[src/rtl/stream_demux_pkg.sv]
// stream_demux_pkg: shared types and helpers for the streaming demultiplexer.
//   state_t   - packet FSM state (IDLE / ROUTE / DROP)
//   sel_width - width of the channel select for a given channel count, minimum 1
package stream_demux_pkg;

  typedef enum logic [1:0] {
    IDLE  = 2'd0,
    ROUTE = 2'd1,
    DROP  = 2'd2
  } state_t;

  function automatic int sel_width(input int n);
    return (n <= 2) ? 1 : $clog2(n);
  endfunction

endpackage

[src/rtl/stream_demux_slice.sv]
// demux_slice: one-entry registered slice (W data bits + last) with valid/ready.
// Ports:
//   clk, rstN    - clock, asynchronous active-low reset
//   load         - accept inData/inLast this cycle (only asserted when the
//                  slice is empty or being drained in the same cycle)
//   inData       - beat data to register
//   inLast       - beat last flag to register
//   ready        - downstream ready
//   valid        - slice holds a beat
//   data, last   - registered beat, held stable while valid && !ready
module demux_slice #(
  parameter int W = 8
) (
  input  logic         clk,
  input  logic         rstN,
  input  logic         load,
  input  logic [W-1:0] inData,
  input  logic         inLast,
  input  logic         ready,
  output logic         valid,
  output logic [W-1:0] data,
  output logic         last
);

  logic [W-1:0] data_p1;
  logic         last_p1;
  logic         vld_p1;

  // ---- stage p1: registered beat ----
  always_ff @(posedge clk or negedge rstN) begin
    if (!rstN) begin
      vld_p1  <= 1'b0;
      data_p1 <= '0;
      last_p1 <= 1'b0;
    end else if (load) begin
      // A load during a drain simply replaces the departing beat.
      vld_p1  <= 1'b1;
      data_p1 <= inData;
      last_p1 <= inLast;
    end else if (ready) begin
      // Drain clears valid only; data is left as-is.
      vld_p1  <= 1'b0;
    end
  end

  assign valid = vld_p1;
  assign data  = data_p1;
  assign last  = last_p1;

endmodule

[src/rtl/stream_demux.sv]
// stream_demux: clocked 1-to-N packet demultiplexer with valid/ready on the
// input and on every output channel.
// The channel is chosen by inSel on the first beat of each packet; the rest of
// the packet follows that channel regardless of inSel. Packets whose select is
// out of range are accepted and discarded, counted in dropCount (saturating)
// and flagged by the sticky selErr.
// Ports:
//   clk, rstN          - clock, asynchronous active-low reset
//   inData/inSel/inLast/inValid/inReady - input stream
//   outData            - N*W flattened bus, channel k at [k*W +: W]
//   outLast/outValid/outReady - per-channel stream control
//   dropCount          - saturating count of discarded beats
//   selErr             - sticky out-of-range select flag
module stream_demux
  import stream_demux_pkg::*;
#(
  parameter  int N  = 4,
  parameter  int W  = 8,
  localparam int SW = sel_width(N),
  parameter  int CW = 8
) (
  input  logic            clk,
  input  logic            rstN,
  input  logic [W-1:0]    inData,
  input  logic [SW-1:0]   inSel,
  input  logic            inLast,
  input  logic            inValid,
  output logic            inReady,
  output logic [N*W-1:0]  outData,
  output logic [N-1:0]    outLast,
  output logic [N-1:0]    outValid,
  input  logic [N-1:0]    outReady,
  output logic [CW-1:0]   dropCount,
  output logic            selErr
);

  state_t        state, state_nxt;
  logic [SW-1:0] cur;
  logic [SW-1:0] tgt;
  logic          sel_ok;
  logic          tgt_free;
  logic          accept;
  logic          route;
  logic          drop;
  logic [N-1:0]  load;

  function automatic logic [CW-1:0] sat_inc(input logic [CW-1:0] v);
    return (&v) ? v : v + CW'(1);
  endfunction

  // Select decode, ready mux and next-state logic.
  always_comb begin
    sel_ok    = 1'b0;
    tgt       = (state == IDLE) ? inSel : cur;
    tgt_free  = 1'b1;
    inReady   = 1'b1;
    accept    = 1'b0;
    route     = 1'b0;
    drop      = 1'b0;
    load      = '0;
    state_nxt = state;

    // Out-of-range selects match no channel, so they leave tgt_free at 1
    // and the beat is accepted for discarding.
    for (int k = 0; k < N; k++) begin
      if (SW'(k) == inSel) sel_ok = 1'b1;
      if (SW'(k) == tgt)   tgt_free = !outValid[k] || outReady[k];
    end

    if (state != DROP) inReady = tgt_free;

    accept = inValid && inReady;
    route  = accept && ((state == ROUTE) || ((state == IDLE) && sel_ok));
    drop   = accept && !route;

    for (int k = 0; k < N; k++) begin
      if (route && (SW'(k) == tgt)) load[k] = 1'b1;
    end

    unique case (state)
      IDLE: begin
        if (accept && !inLast) state_nxt = sel_ok ? ROUTE : DROP;
      end
      ROUTE, DROP: begin
        if (accept && inLast) state_nxt = IDLE;
      end
      default: state_nxt = IDLE;
    endcase
  end

  // ---- stage p0: FSM, locked channel, drop bookkeeping ----
  always_ff @(posedge clk or negedge rstN) begin
    if (!rstN) begin
      state     <= IDLE;
      cur       <= '0;
      dropCount <= '0;
      selErr    <= 1'b0;
    end else begin
      state <= state_nxt;
      if (route && (state == IDLE)) cur <= inSel;
      if (drop) begin
        dropCount <= sat_inc(dropCount);
        selErr    <= 1'b1;
      end
    end
  end

  // ---- stage p1: per-channel output slices ----
  for (genvar k = 0; k < N; k++) begin : g_slice
    demux_slice #(
      .W(W)
    ) u_slice (
      .clk    (clk),
      .rstN   (rstN),
      .load   (load[k]),
      .inData (inData),
      .inLast (inLast),
      .ready  (outReady[k]),
      .valid  (outValid[k]),
      .data   (outData[k*W +: W]),
      .last   (outLast[k])
    );
  end

endmodule

[config.mk]
export PLATFORM = sky130hd
export DESIGN_NAME = stream_demux
export DESIGN_NICKNAME = d
export VERILOG_FILES = /design/src/rtl/stream_demux_pkg.sv /design/src/rtl/stream_demux_slice.sv /design/src/rtl/stream_demux.sv
export SDC_FILE = /design/constraint.sdc
export NUM_CORES = 1
export LEC_CHECK = 0
export BUFFER_PORTS_ARGS = -buffer_cell sky130_fd_sc_hd__clkbuf_2
export CAP_MARGIN = 20
export CELL_PAD_IN_SITES_DETAIL_PLACEMENT = 1
export CELL_PAD_IN_SITES_GLOBAL_PLACEMENT = 1
export CORE_MARGIN = 2
export CORE_UTILIZATION = 44
export DETAILED_ROUTE_END_ITERATION = 12
export PLACE_DENSITY = 0.95
export SLEW_MARGIN = 20
export SYNTH_ARGS = -nofsm -noshare
export SYNTH_HDL_FRONTEND = slang
export SYNTH_SLANG_ARGS = --single-unit
export TNS_END_PERCENT = 30
[constraint.sdc]
create_clock -name clk -period 3.8 [get_ports clk]
set_clock_uncertainty 0.2 [all_clocks]
set_input_delay 0.38 -clock clk [delete_from_list [all_inputs] [get_ports clk]]
set_output_delay 0.38 -clock clk [all_outputs]
set_load 0.005 [all_outputs]
# Yosys cells after proc, flatten, opt, wreduce, memory -nomap -nowiden
# Cells that the tools add are included.
# W data, S select, Z words.
# word_totals
in_bits	18
word_cells	88
latchBits	0
rom_bits	0
ram_bits	0
n_memories	0
ff_bits	53
# op_classes
bitwise	1
n_reduce_logical	33
n_eq_ne	11
n_addsub	1
div_mod_pow	0
magnitude_cmp	0
muxes	26
n_mul	0
shifts	0
# op_table
operator	count
$mux W1	21
$logic_and A1 B1 Y1	11
$add A8 B1 Y8 const B	1
$eq A2 B2 Y1 const A	4
$mux W2	4
$reduce_and A8 Y1	1
$reduce_bool A2 Y1	4
$logic_not A1 Y1	6
$logic_not A2 Y1	3
$logic_or A1 B1 Y1	5
$eq A1 B2 Y1 const A	2
$ne A2 B2 Y1 const B	2
$pmux W2 S2	1
$reduce_and A2 Y1	2
$eq A2 B1 Y1 const B	1
$eq A2 B2 Y1 const B	1
$ne A2 B1 Y1 const B	1
$reduce_or A2 Y1	1
$not A1 Y1	1

# Logic depth before layout (Yosys ltp)
# Gate-level depths: netlist of the first run.
# logic_depth
depth_word	13
ltp_mapped	12
ltp_nobuf	9

# Cells and area by module
# A second synthesis of the first run with hierarchy kept.
# unflattened
cells_unflattened	166
area_unflattened_um2	2441.1
# by_module_without_submodules
module	cells_each	area_per_inst_um2	seq_area_each_um2	instances
demux_slice	22	409.1	250.2	4
stream_demux	78	804.5	325.3	1

# Worst setup path after synthesis of the first run
# No wires, ideal clock.
# synth_timing
path_type	flip-flop to flip-flop
startpoint	register state[0]
endpoint	register g_slice[1].u_slice.data_p1[0]
arrival_ns	2.085
slack_ns	1.390
setup_ns	0.125
stages_incl_launch_ff	13
n_path_buf	3
t_required_ns	3.475
path_cell_list	dfrtp_1 inv_1 ha_1 buf_6 nor3_2 a21oi_2 a21o_1 and4_4 buf_12 inv_6 and3_4 buf_12 mux2_4
# synth_via
elab_chain_cells	12
word_cells_on_any_way	19
cone_classes	5 x eq/ne; 7 x mux; 7 x reduce/logical
# synth_rtl
element	line_no	rtl
from (decl)	stream_demux.sv:37	state_t state, state_nxt;
from (signal assigned)	stream_demux.sv:99	state <= state_nxt;
$logic_not A2 Y1	stream_demux.sv:54	tgt = (state == IDLE) ? inSel : cur;
$mux W2	stream_demux.sv:54	
$logic_not A2 Y1	stream_demux.sv:67	if (SW'(k) == tgt) tgt_free = !outValid[k] || outReady[k];
$mux W1 (4 in a row)	stream_demux.sv:67	
$mux W1 *	stream_demux.sv:70	if (state != DROP) inReady = tgt_free;
net inReady	stream_demux.sv:28	output logic inReady,
$logic_and A1 B1 Y1 *	stream_demux.sv:72	accept = inValid && inReady;
$logic_and A1 B1 Y1 *	stream_demux.sv:73	route = accept && ((state == ROUTE) || ((state == IDLE) && sel_ok));
$logic_and A1 B1 Y1 *	stream_demux.sv:77	if (route && (SW'(k) == tgt)) load[k] = 1'b1;
$mux W1 *	stream_demux.sv:77	
to (signal assigned)	stream_demux_slice.sv:38	data_p1 <= inData;
to (decl)	stream_demux_slice.sv:25	logic [W-1:0] data_p1;
# Mark *: on every way through the listed nets, which the timed path passes. The rest lies on a longest branch.
# A chain may end at the register's enable or synchronous reset.

# Worst setup path in the final report of the first run
# layout_timing
startpoint	register state[0]
endpoint	output inReady
# layout_via
elab_chain_cells	8
word_cells_on_any_way	12
cone_classes	4 x eq/ne; 6 x mux; 2 x reduce/logical
# layout_rtl
element	line_no
$logic_not A2 Y1	stream_demux.sv:54
$mux W2	stream_demux.sv:54
$logic_not A2 Y1	stream_demux.sv:67
$mux W1 (4 in a row)	stream_demux.sv:67
$mux W1 *	stream_demux.sv:70
to (decl)	stream_demux.sv:28
# Mark *: on every way between the ends. The rest lies on a longest branch, timed or not.

==> results.sh, run 1 <==
export IMPL_status="finished, violations left"
export IMPL_violations="hold timing"
export IMPL_io_pin_count=68
export IMPL_globalRouteOverflowTotal=0
export IMPL_synth_area_leaders="dfrtp_1 55%, mux2_1 9.4%, mux2_4 5.6%"
export IMPL_worst_setup_path_start_kind="register"
export IMPL_synth_top_cell_area_share_pct=55.1
export IMPL_yosysUniqueCellTypes=41
export IMPL_netlist_top_cells_count="53 x dfrtp_1, 20 x mux2_1, 10 x mux2_2, 9 x buf_4, 9 x mux2_4"
export IMPL_r2r_start="state[0]"
export IMPL_pwr_share_comb_pct=39.2
export IMPL_fin_crit_ns=2.82
export IMPL_place_gp_congestion=0.797
export IMPL_postCtsHoldBufs=0
export IMPL_wl_mm=6.05
export IMPL_p_switching_w=0.000816
export IMPL_vdd_drop_max_v=0.000468
export IMPL_intPower_w=0.00147
export IMPL_drv_slew=0
export IMPL_ys_flop_type="dfrtp_1"
export IMPL_die_area_mm2=0.00608
export IMPL_p_clk_share_pct=16.9
export IMPL_synthAdderAreaFrac_pct=2.08
export IMPL_cts_tree="built"
export IMPL_cts_repair_resized=0
export IMPL_p_seq_share_pct=43.8
export IMPL_synth_xor_area_share_pct=2.55
export IMPL_finalSetupTns_ns=0
export IMPL_core_area_mm2=0.00520
export IMPL_synth_warning_count=0
export IMPL_setup_viol=0
export IMPL_clkLatencyLatePin_ns=0.31
export IMPL_path_max_fanout=11
export IMPL_die_w_um=78.0
export IMPL_ff2ff_setup_slack_ns=1.01
export IMPL_htree_levels=2
export IMPL_r2r_end="g_slice[0].u_slice.last"
export IMPL_post_drt_wl_per_cell_um=19.6
export IMPL_async_flop_share_pct=100
export IMPL_dp_slack_ns=1.02
export IMPL_drtIter0Drc=85
export IMPL_grt_setup_unrepaired="false"
export IMPL_worstMarginPinSlew_ns=0.666
export IMPL_netlist_area_mm2=0.00241
export IMPL_final_layout_size_suffix_gt1_share_pct=44.4
export IMPL_maxCapViolCount=0
export IMPL_drc=0
export IMPL_dr_total_vias=1638
export IMPL_crit_end="inReady"
export IMPL_period_share_pct=74.3
export IMPL_antenna_found_initial=0
export IMPL_synth_seq_area_share_pct=55.1
export IMPL_portBuffers=67
export IMPL_cts_sinks=53
export IMPL_required_ns=3.22
export IMPL_numCtsBuffers=5
export IMPL_diodes=0
export IMPL_synth_edf_count=0
export IMPL_utilization_pct=54.4
export IMPL_synth_simple_area_share_pct=9.67
export IMPL_path_clk_slew_ns=0.10
export IMPL_cts_setup_buffers=0
export IMPL_clockRootBuffer="clkbuf_8"
export IMPL_maxSlewHeadroom_pct=55.2
export IMPL_synthCells=175
export IMPL_synth_largest_area_cell="dfrtp_1"
export IMPL_worst_endpoint_arrival_ns=2.24
export IMPL_dp_hpwl_mm=4.70
export IMPL_synthesis_nets=197
export IMPL_fin_hold_ws_ns=-0.0122
export IMPL_cts_buffer_depth=2
export IMPL_p_per_area_mw_per_mm2=807
export IMPL_p_sw_share_pct=35.7
export IMPL_ys_seq_elements=53
export IMPL_leakage_nw=1.39
export IMPL_dr_pass1_iters=5
export IMPL_grt_pass1_wl_mm=9.70
export IMPL_startpoint="state[0]"
export IMPL_syn_avg_cell_area_um2=13.8
export IMPL_die_h_um=78.0
export IMPL_synth_most_common_cell="dfrtp_1"
export IMPL_finish_net_count=260
export IMPL_endpoint_kind="primary output"
export IMPL_grt_use_total_pct=21.4
export IMPL_grt_max_degree=54
export IMPL_min_path_type="in -> async"
export IMPL_rows=26
export IMPL_synth_top_family_by_area="multiplexers"
export IMPL_area_delta_synth_final_pct=17.7
export IMPL_r2r_cells=9
export IMPL_vias_per_cell=5.30
export IMPL_setup_ws_ns=0.975
export IMPL_worstSetupPathType="reg -> out"
export IMPL_synthMuxAreaShare_pct=19.6
export IMPL_grt_pass1_vias=1782
export IMPL_postRouteAntennaNets=0
export IMPL_finalHoldViolCount=28
export IMPL_synth_compound_area_share_pct=4.57
export IMPL_fmax_mhz=354
export IMPL_start_util_pct=46.3
==> metrics by stage <==
| stage | instance area (µm²) | total power (W) | instances |
|---|---|---|---|
| 4_1_cts | 2830 | 0.00232 | 309 |
| 5_1_grt | 2830 | 0.00242 | 309 |
| 6_report | 2830 | 0.00229 | 309 |
| 3_3_place_gp | 2720 | 0.00182 | 301 |
| 3_5_place_dp | 2720 | 0.00193 | 301 |
| 2_1_floorplan | 2410 | 0.00157 | 175 |
==> area by class of cell <==
class	count	area (µm²)
clock inverter	2	38.8
clock buffer	6	72.6
multi-input combinational	102	927
tap	70	87.6
inverter	7	31.3
sequential	53	1330
fill	587	2370
timing repair buffer	69	350
==> worst min-delay path by stage <==
stage / start / endpoint / slack [ns] / cells past startpoint
floorplan: rstN / cur[0] / -0.12 / 0
global placement: g_slice[0].u_slice.data[7] / g_slice[0].u_slice.data[7] / 0.27 / 1
detailed placement: selErr / selErr / 0.27 / 1
CTS: rstN / g_slice[1].u_slice.data[2] / 0.004 / 2
global route: rstN / g_slice[0].u_slice.data[0] / 0.03 / 2
finish: rstN / g_slice[3].u_slice.data[0] / -0.01 / 2
==> sequential cells by signal (all words and copies together), names as in the netlist <==
name                   cells
g_slice.u_slice.valid      4
g_slice.u_slice.last       4
state                      2
dropCount                  8
cur                        2
selErr                     1
g_slice.u_slice.data      32
==> critical path, cell delays in order, from the launching register on <==
cell,delay [ns]
dfrtp_1,0.40
inv_1,0.09
ha_1,0.35
nand2b_1,0.23
o21ai_1,0.25
nand2_1,0.09
and4_4,0.27
inv_6,0.11
clkbuf_2,0.14
==> cell families (layout without fill, tap and decap cells) <==
logic type	after synthesis	count (layout)
simple gates	36	36
mux	39	39
fa+ha+maj	4	4
buf+inv	20	84
xor+xnor	7	7
flops	53	53
compound gates	16	16
==> placed cells by master, fill, tap and decap left out, types with 2 or more instances in the layout <==
master / instances
clkbuf_2: 67
dfrtp_1: 53
mux2_1: 20
mux2_2: 10
mux2_4: 9
nand2_1: 8
inv_1: 6
clkbuf_8: 5
nor2_1: 4
o21ai_0: 4
xor2_1: 4
nand4_1: 4
ha_1: 4
nand2b_1: 3
nand3_1: 3
xnor2_1: 3
a21o_1: 2
and3_1: 2
nor3b_2: 2
nor3_1: 2
buf_4: 2
==> routing by layer <==
metal  part of all wire, %  routed length, µm  GRT usage, %
met1                    37               2240          22.4
met2                    57               3440          40.9
met3                   3.6                219          4.30
met4                   2.5                150          9.30
met5                     0                  0             0
==> power by group through the flow <==
stage                     combinational, W  clock, W  sequential [W]
final                             0.000897  0.000387         0.00100
after floorplan                   0.000585         0        0.000980
after global routing              0.000973  0.000413         0.00104
after detailed placement          0.000912         0         0.00101
after global placement            0.000840         0        0.000977
after CTS                         0.000913  0.000398         0.00100
(Power assumes the default switching activity.)
==> run 2: changes to the inputs <==
--- a/config.mk
+++ b/config.mk
@@ -10,9 +10,9 @@
 export CELL_PAD_IN_SITES_DETAIL_PLACEMENT = 1
 export CELL_PAD_IN_SITES_GLOBAL_PLACEMENT = 1
 export CORE_MARGIN = 2
-export CORE_UTILIZATION = 44
+export CORE_UTILIZATION = 41
 export DETAILED_ROUTE_END_ITERATION = 12
-export PLACE_DENSITY = 0.95
+export PLACE_DENSITY = 0.9
 export SLEW_MARGIN = 20
 export SYNTH_ARGS = -nofsm -noshare
 export SYNTH_HDL_FRONTEND = slang
==> constraint.sdc (replaced) <==
create_clock -name clk -period 2.6 [get_ports clk]
set_clock_uncertainty 0.2 [all_clocks]
set_input_delay 0.26 -clock clk [delete_from_list [all_inputs] [get_ports clk]]
set_output_delay 0.26 -clock clk [all_outputs]
set_load 0.005 [all_outputs]
==> run 2 against run 1 <==
The run now ends clean. Critical path depth rose by 1. Combinational power rose by 61%. Utilization fell by 1.5 points. Die area rose by 6.9%. Sequential share of layout area fell by 1.9 points. Via count rose by 1.7%. Critical path type is now reg -> reg. Largest power group unchanged. Highest routed layer unchanged.
==> results.sh, run 2 (synthesis results as in run 1) <==
export IMPL_status="finished, final reports clean"
export IMPL_finalHoldViolCount=0
export IMPL_min_path_type="in -> reg"
export IMPL_pwr_share_comb_pct=41.4
export IMPL_vdd_drop_max_v=0.000617
export IMPL_largest_register_ffs=32
export IMPL_htree_levels=2
export IMPL_worst_endpoint_arrival_ns=2.46
export IMPL_seq_area_mm2=0.00133
export IMPL_grt_max_degree=25
export IMPL_p_sw_share_pct=36.0
export IMPL_rows=27
export IMPL_dr_pass1_iters=4
export IMPL_globalRouteOverflowTotal=0
export IMPL_grt_use_total_pct=20.8
export IMPL_fin_hold_ws_ns=0.0168
export IMPL_grt_pass1_vias=1878
export IMPL_leakage_nw=1.44
export IMPL_drtIter0Drc=54
export IMPL_drc=0
export IMPL_numCtsBuffers=5
export IMPL_post_place_cells=307
export IMPL_p_clk_share_pct=16.7
export IMPL_dp_hpwl_mm=4.56
export IMPL_path_max_fanout=11
export IMPL_post_drt_wl_per_cell_um=19.4
export IMPL_die_area_mm2=0.00650
export IMPL_setup_viol=0
export IMPL_place_gp_congestion=0.715
export IMPL_die_h_um=80.6
export IMPL_fin_crit_ns=2.46
export IMPL_dr_total_vias=1666
export IMPL_grt_setup_unrepaired="false"
export IMPL_intPower_w=0.00222
export IMPL_worstSetupPathType="reg -> reg"
export IMPL_fill_cells=606
export IMPL_clockRootBuffer="clkbuf_8"
export IMPL_postRouteAntennaNets=0
export IMPL_finalNonFillerCells=320
export IMPL_layout_commonest_cell="clkbuf_2"
export IMPL_finish_net_count=269
export IMPL_multi_input_area_um2=970
export IMPL_core_area_mm2=0.00557
export IMPL_cts_tree="built"
export IMPL_p_per_area_mw_per_mm2=1180
export IMPL_vias_per_cell=5.21
export IMPL_required_ns=2.61
export IMPL_dp_slack_ns=-0.0496
export IMPL_start_util_pct=43.2
export IMPL_grt_pass1_wl_mm=10.1
export IMPL_portBuffers=67
export IMPL_clkLatencyLatePin_ns=0.31
export IMPL_antenna_found_initial=0
export IMPL_io_pin_count=68
export IMPL_endpoint_kind="register"
export IMPL_setup_ws_ns=0.141
export IMPL_final_cell_mix="67 x clkbuf_2, 53 x dfrtp_1, 20 x mux2_1"
export IMPL_maxCapViolCount=0
export IMPL_final_layout_size_suffix_gt1_share_pct=48.0
export IMPL_p_switching_w=0.00125
export IMPL_area_delta_synth_final_pct=22.7
export IMPL_p_seq_share_pct=41.8
export IMPL_cts_buffer_depth=2
export IMPL_fmax_mhz=407
export IMPL_maxSlewHeadroom_pct=42.0
export IMPL_die_w_um=80.6
export IMPL_drv_slew=0
export IMPL_path_clk_slew_ns=0.10
export IMPL_period_share_pct=94.6
export IMPL_diodes=0
export IMPL_worst_setup_path_start_kind="register"
export IMPL_wl_mm=6.22
export IMPL_cts_sinks=53
export IMPL_worstMarginPinSlew_ns=0.860
[run 2: worst paths after layout]
| kind | from | to | slack, ns | depth (start not counted) |
|---|---|---|---|---|
| max in group asynchronous | rstN | g_slice[1].u_slice.data[4] | 1.46 | 3 |
| min in group asynchronous | rstN | g_slice[0].u_slice.data[3] | 0.15 | 2 |
| hold reg to reg | g_slice[0].u_slice.data[1] | g_slice[0].u_slice.data[1] | 0.30 | 1 |
| setup / recovery | state[1] | g_slice[1].u_slice.data[3] | 0.14 | 9 |
| setup reg to reg | state[1] | g_slice[1].u_slice.data[3] | 0.14 | 9 |
| hold / removal | outReady[0] | g_slice[0].u_slice.valid | 0.02 | 3 |
[run 2: worst max-delay path, cell delays in order, from the launching register on]
cell and delay (ns):
dfrtp_1 0.42, inv_1 0.12, ha_4 0.21, nand2b_1 0.19
o22ai_2 0.09, o21ai_0 0.10, and4_4 0.34, inv_6 0.08
and3_2 0.28, mux2_4 0.31
[run 2: layout make-up]
cell class / count / area share, %
clock buffers: 5 / 2.33
flip-flops and latches: 53 / 44.9
clock inverters: 3 / 1.65
multi-input cells: 103 / 32.8
repair buffers: 77 / 14.2
well taps: 72 / 3.05
inverters: 7 / 1.06
[run 2: repair_timing]
action / 4_1_cts / 5_1_grt
setup endpoints to repair: 42 / 43
resized for setup: 2 / 6
cloned: 1 / 0
hold buffers: 2 / 0
endpoints found under the hold margin: 54 / 0
setup buffers: 0 / 2
pin swaps: 0 / 2
[run 2: layer usage]
| layer | wire length (µm) | global-route usage [%] | vias up |
|---|---|---|---|
| li1 | - | - | 749 |
| met1 | 2450 | 24.4 | 862 |
| met2 | 3410 | 37.6 | 40 |
| met3 | 166 | 3.37 | 15 |
| met4 | 181 | 8.31 | 0 |
| met5 | 0 | 0 | - |
[run 2: power by group through the flow]
stage | sequential [W] | combinational [W] | clock (W)
4_1_cts | 0.00145 | 0.00140 | 0.000594
5_1_grt | 0.00150 | 0.00155 | 0.000626
3_3_place_gp | 0.00144 | 0.00126 | 0
2_1_floorplan | 0.00143 | 0.000855 | 0
6_report | 0.00145 | 0.00144 | 0.000581
3_5_place_dp | 0.00146 | 0.00136 | 0
[run 2: per-stage QoR]
| step | cell area [µm²] | util, % | power [W] | setup TNS [ns] |
|---|---|---|---|---|
| detailed placement | 2760 | 49.4 | 0.00282 | -0.507 |
| CTS | 2910 | 52.2 | 0.00345 | 0 |
| finish | 2950 | 53.0 | 0.00347 | 0 |
| global placement | 2760 | 49.4 | 0.00270 | 0 |
| floorplan | 2410 | - | 0.00229 | 0 |
| global route | 2950 | 53.0 | 0.00368 | 0 |
==> run 3: changes to the inputs <==
--- a/config.mk
+++ b/config.mk
@@ -12,7 +12,7 @@
 export CORE_MARGIN = 2
 export CORE_UTILIZATION = 41
 export DETAILED_ROUTE_END_ITERATION = 12
-export PLACE_DENSITY = 0.9
+export PLACE_DENSITY_LB_ADDON = 0.1
 export SLEW_MARGIN = 20
 export SYNTH_ARGS = -nofsm -noshare
 export SYNTH_HDL_FRONTEND = slang
==> run 3 against run 2 <==
Worst setup slack worse by 0.073 ns. Global-route usage down 1.8 points. Total power fell by 3.2%. Cell count is 0.94% higher. Clock power shrank 22%. Hold slack improved by 0.0014 ns. Sequential power hardly changed. Highest routed layer unchanged.
==> results.sh, run 3 (synthesis results as in run 1) <==
export IMPL_status="finished, final reports clean"
export IMPL_postRouteAntennaNets=0
export IMPL_clockRootBuffer="clkbuf_8"
export IMPL_maxSlewHeadroom_pct=61.1
export IMPL_final_layout_size_suffix_gt1_share_pct=48.2
export IMPL_final_cell_mix="67 x clkbuf_2, 53 x dfrtp_1, 20 x mux2_1"
export IMPL_worst_setup_path_start_kind="register"
export IMPL_cts_tree="built"
export IMPL_maxCapViolCount=0
export IMPL_crit_family="simple AND/OR/NAND/NOR gates"
export IMPL_portBuffers=67
export IMPL_area_delta_synth_final_pct=23.8
export IMPL_grt_pass1_wl_mm=9.27
export IMPL_cp_slowest_cell="dfrtp_1"
export IMPL_drtIter0Drc=66
export IMPL_finalHoldViolCount=0
export IMPL_grt_pass1_vias=1840
export IMPL_path_clk_slew_ns=0.10
export IMPL_cts_sinks=53
export IMPL_fmax_mhz=395
export IMPL_diodes=0
export IMPL_post_place_cells=307
export IMPL_grt_max_degree=54
export IMPL_finalNonFillerCells=323
export IMPL_drv_slew=0
export IMPL_cts_buffer_depth=2
export IMPL_die_w_um=80.6
export IMPL_dr_pass1_iters=4
export IMPL_worstMarginPinSlew_ns=0.577
export IMPL_endpoint_kind="register"
export IMPL_place_gp_congestion=0.849
export IMPL_drc=0
export IMPL_layout_commonest_cell="clkbuf_2"
export IMPL_leakage_nw=1.46
export IMPL_critPathBufInv=2
export IMPL_grt_setup_unrepaired="false"
export IMPL_path_max_fanout=10
export IMPL_finish_net_count=272
export IMPL_finalSetupTns_ns=0
export IMPL_dr_total_vias=1690
export IMPL_core_area_mm2=0.00557
export IMPL_vias_per_cell=5.23
export IMPL_required_ns=2.59
export IMPL_dp_hpwl_mm=4.12
export IMPL_period_share_pct=97.4
export IMPL_setup_ws_ns=0.0686
export IMPL_slowest_delay_ns=0.40
export IMPL_worst_endpoint_arrival_ns=2.53
export IMPL_globalRouteOverflowTotal=0
export IMPL_post_drt_wl_per_cell_um=18.2
export IMPL_fin_crit_ns=2.53
export IMPL_setup_viol=0
export IMPL_largest_register_ffs=32
export IMPL_rows=27
export IMPL_p_per_area_mw_per_mm2=1130
export IMPL_io_pin_count=68
export IMPL_crit_chain="inv_1, ha_4, nand2_1, o22ai_2, o21ai_0, and4_4, nor3b_4, buf_12, mux2_1"
export IMPL_numCtsBuffers=5
export IMPL_vdd_drop_max_v=0.000484
export IMPL_die_area_mm2=0.00650
export IMPL_worstSetupPathType="reg -> reg"
export IMPL_die_h_um=80.6
export IMPL_grt_use_total_pct=19.0
export IMPL_start_util_pct=43.2
export IMPL_dp_slack_ns=-0.124
export IMPL_p_total_w=0.00336
export IMPL_htree_levels=2
export IMPL_clkLatencyLatePin_ns=0.30
export IMPL_antenna_found_initial=0
export IMPL_min_path_type="in -> reg"
export IMPL_wl_mm=5.88
run 3: path summary, 6_finish.rpt:
kind	start	to	slack [ns]	cells after the start
setup reg to reg	state[0]	g_slice[0].u_slice.data[4]	0.07	9
setup / recovery	state[0]	g_slice[0].u_slice.data[4]	0.07	9
hold reg to reg	selErr	selErr	0.28	1
hold / removal	inData[1]	g_slice[0].u_slice.data[1]	0.02	2
min in group asynchronous	rstN	g_slice[3].u_slice.data[2]	0.27	3
max in group asynchronous	rstN	dropCount[2]	1.67	3
run 3: final cells by class:
| cell class | instances | area (µm²) |
|---|---|---|
| Fill cell | 611 | 2590 |
| Sequential cell | 53 | 1330 |
| Multi-Input combinational cell | 103 | 975 |
| Timing Repair Buffer | 80 | 475 |
| Tap cell | 72 | 90.1 |
| Clock buffer | 6 | 72.6 |
| Inverter | 7 | 31.3 |
| Clock inverter | 2 | 10.0 |
run 3: routing by layer:
metal	vias up	track usage [%]	share of wire [%]	routed length, µm
met5	-	0	0	0
met4	0	8.64	1.9	109
met3	9	3.60	4.0	237
met2	43	32.5	52	3080
met1	881	23.0	42	2460
li1	757	-	-	-
run 3: repair_timing:
| action | 4_1_cts | 5_1_grt |
|---|---|---|
| cloned | 1 | 0 |
| hold buffers | 2 | 0 |
| setup endpoints to repair | 39 | 41 |
| hold endpoints to repair | 54 | 0 |
| gates resized for setup | 2 | 6 |
| pin swaps | 2 | 2 |
| buffers inserted | 2 | 3 |
run 3: power by group:
group          switching, W  leakage (nW)  internal, W
Sequential         0.000243         0.652      0.00119
Clock              0.000265        0.0450     0.000187
Combinational      0.000693         0.764     0.000782
run 3: per-stage QoR:
step	instance area (µm²)	hold WS, ns	util, %
final	2980	0.0182	53.5
after global routing	2980	0.0202	53.5
after CTS	2930	0.0109	52.5
after detailed placement	2790	0.0835	50.1
after global placement	2790	0.0766	50.1
after floorplan	2410	-0.236	-
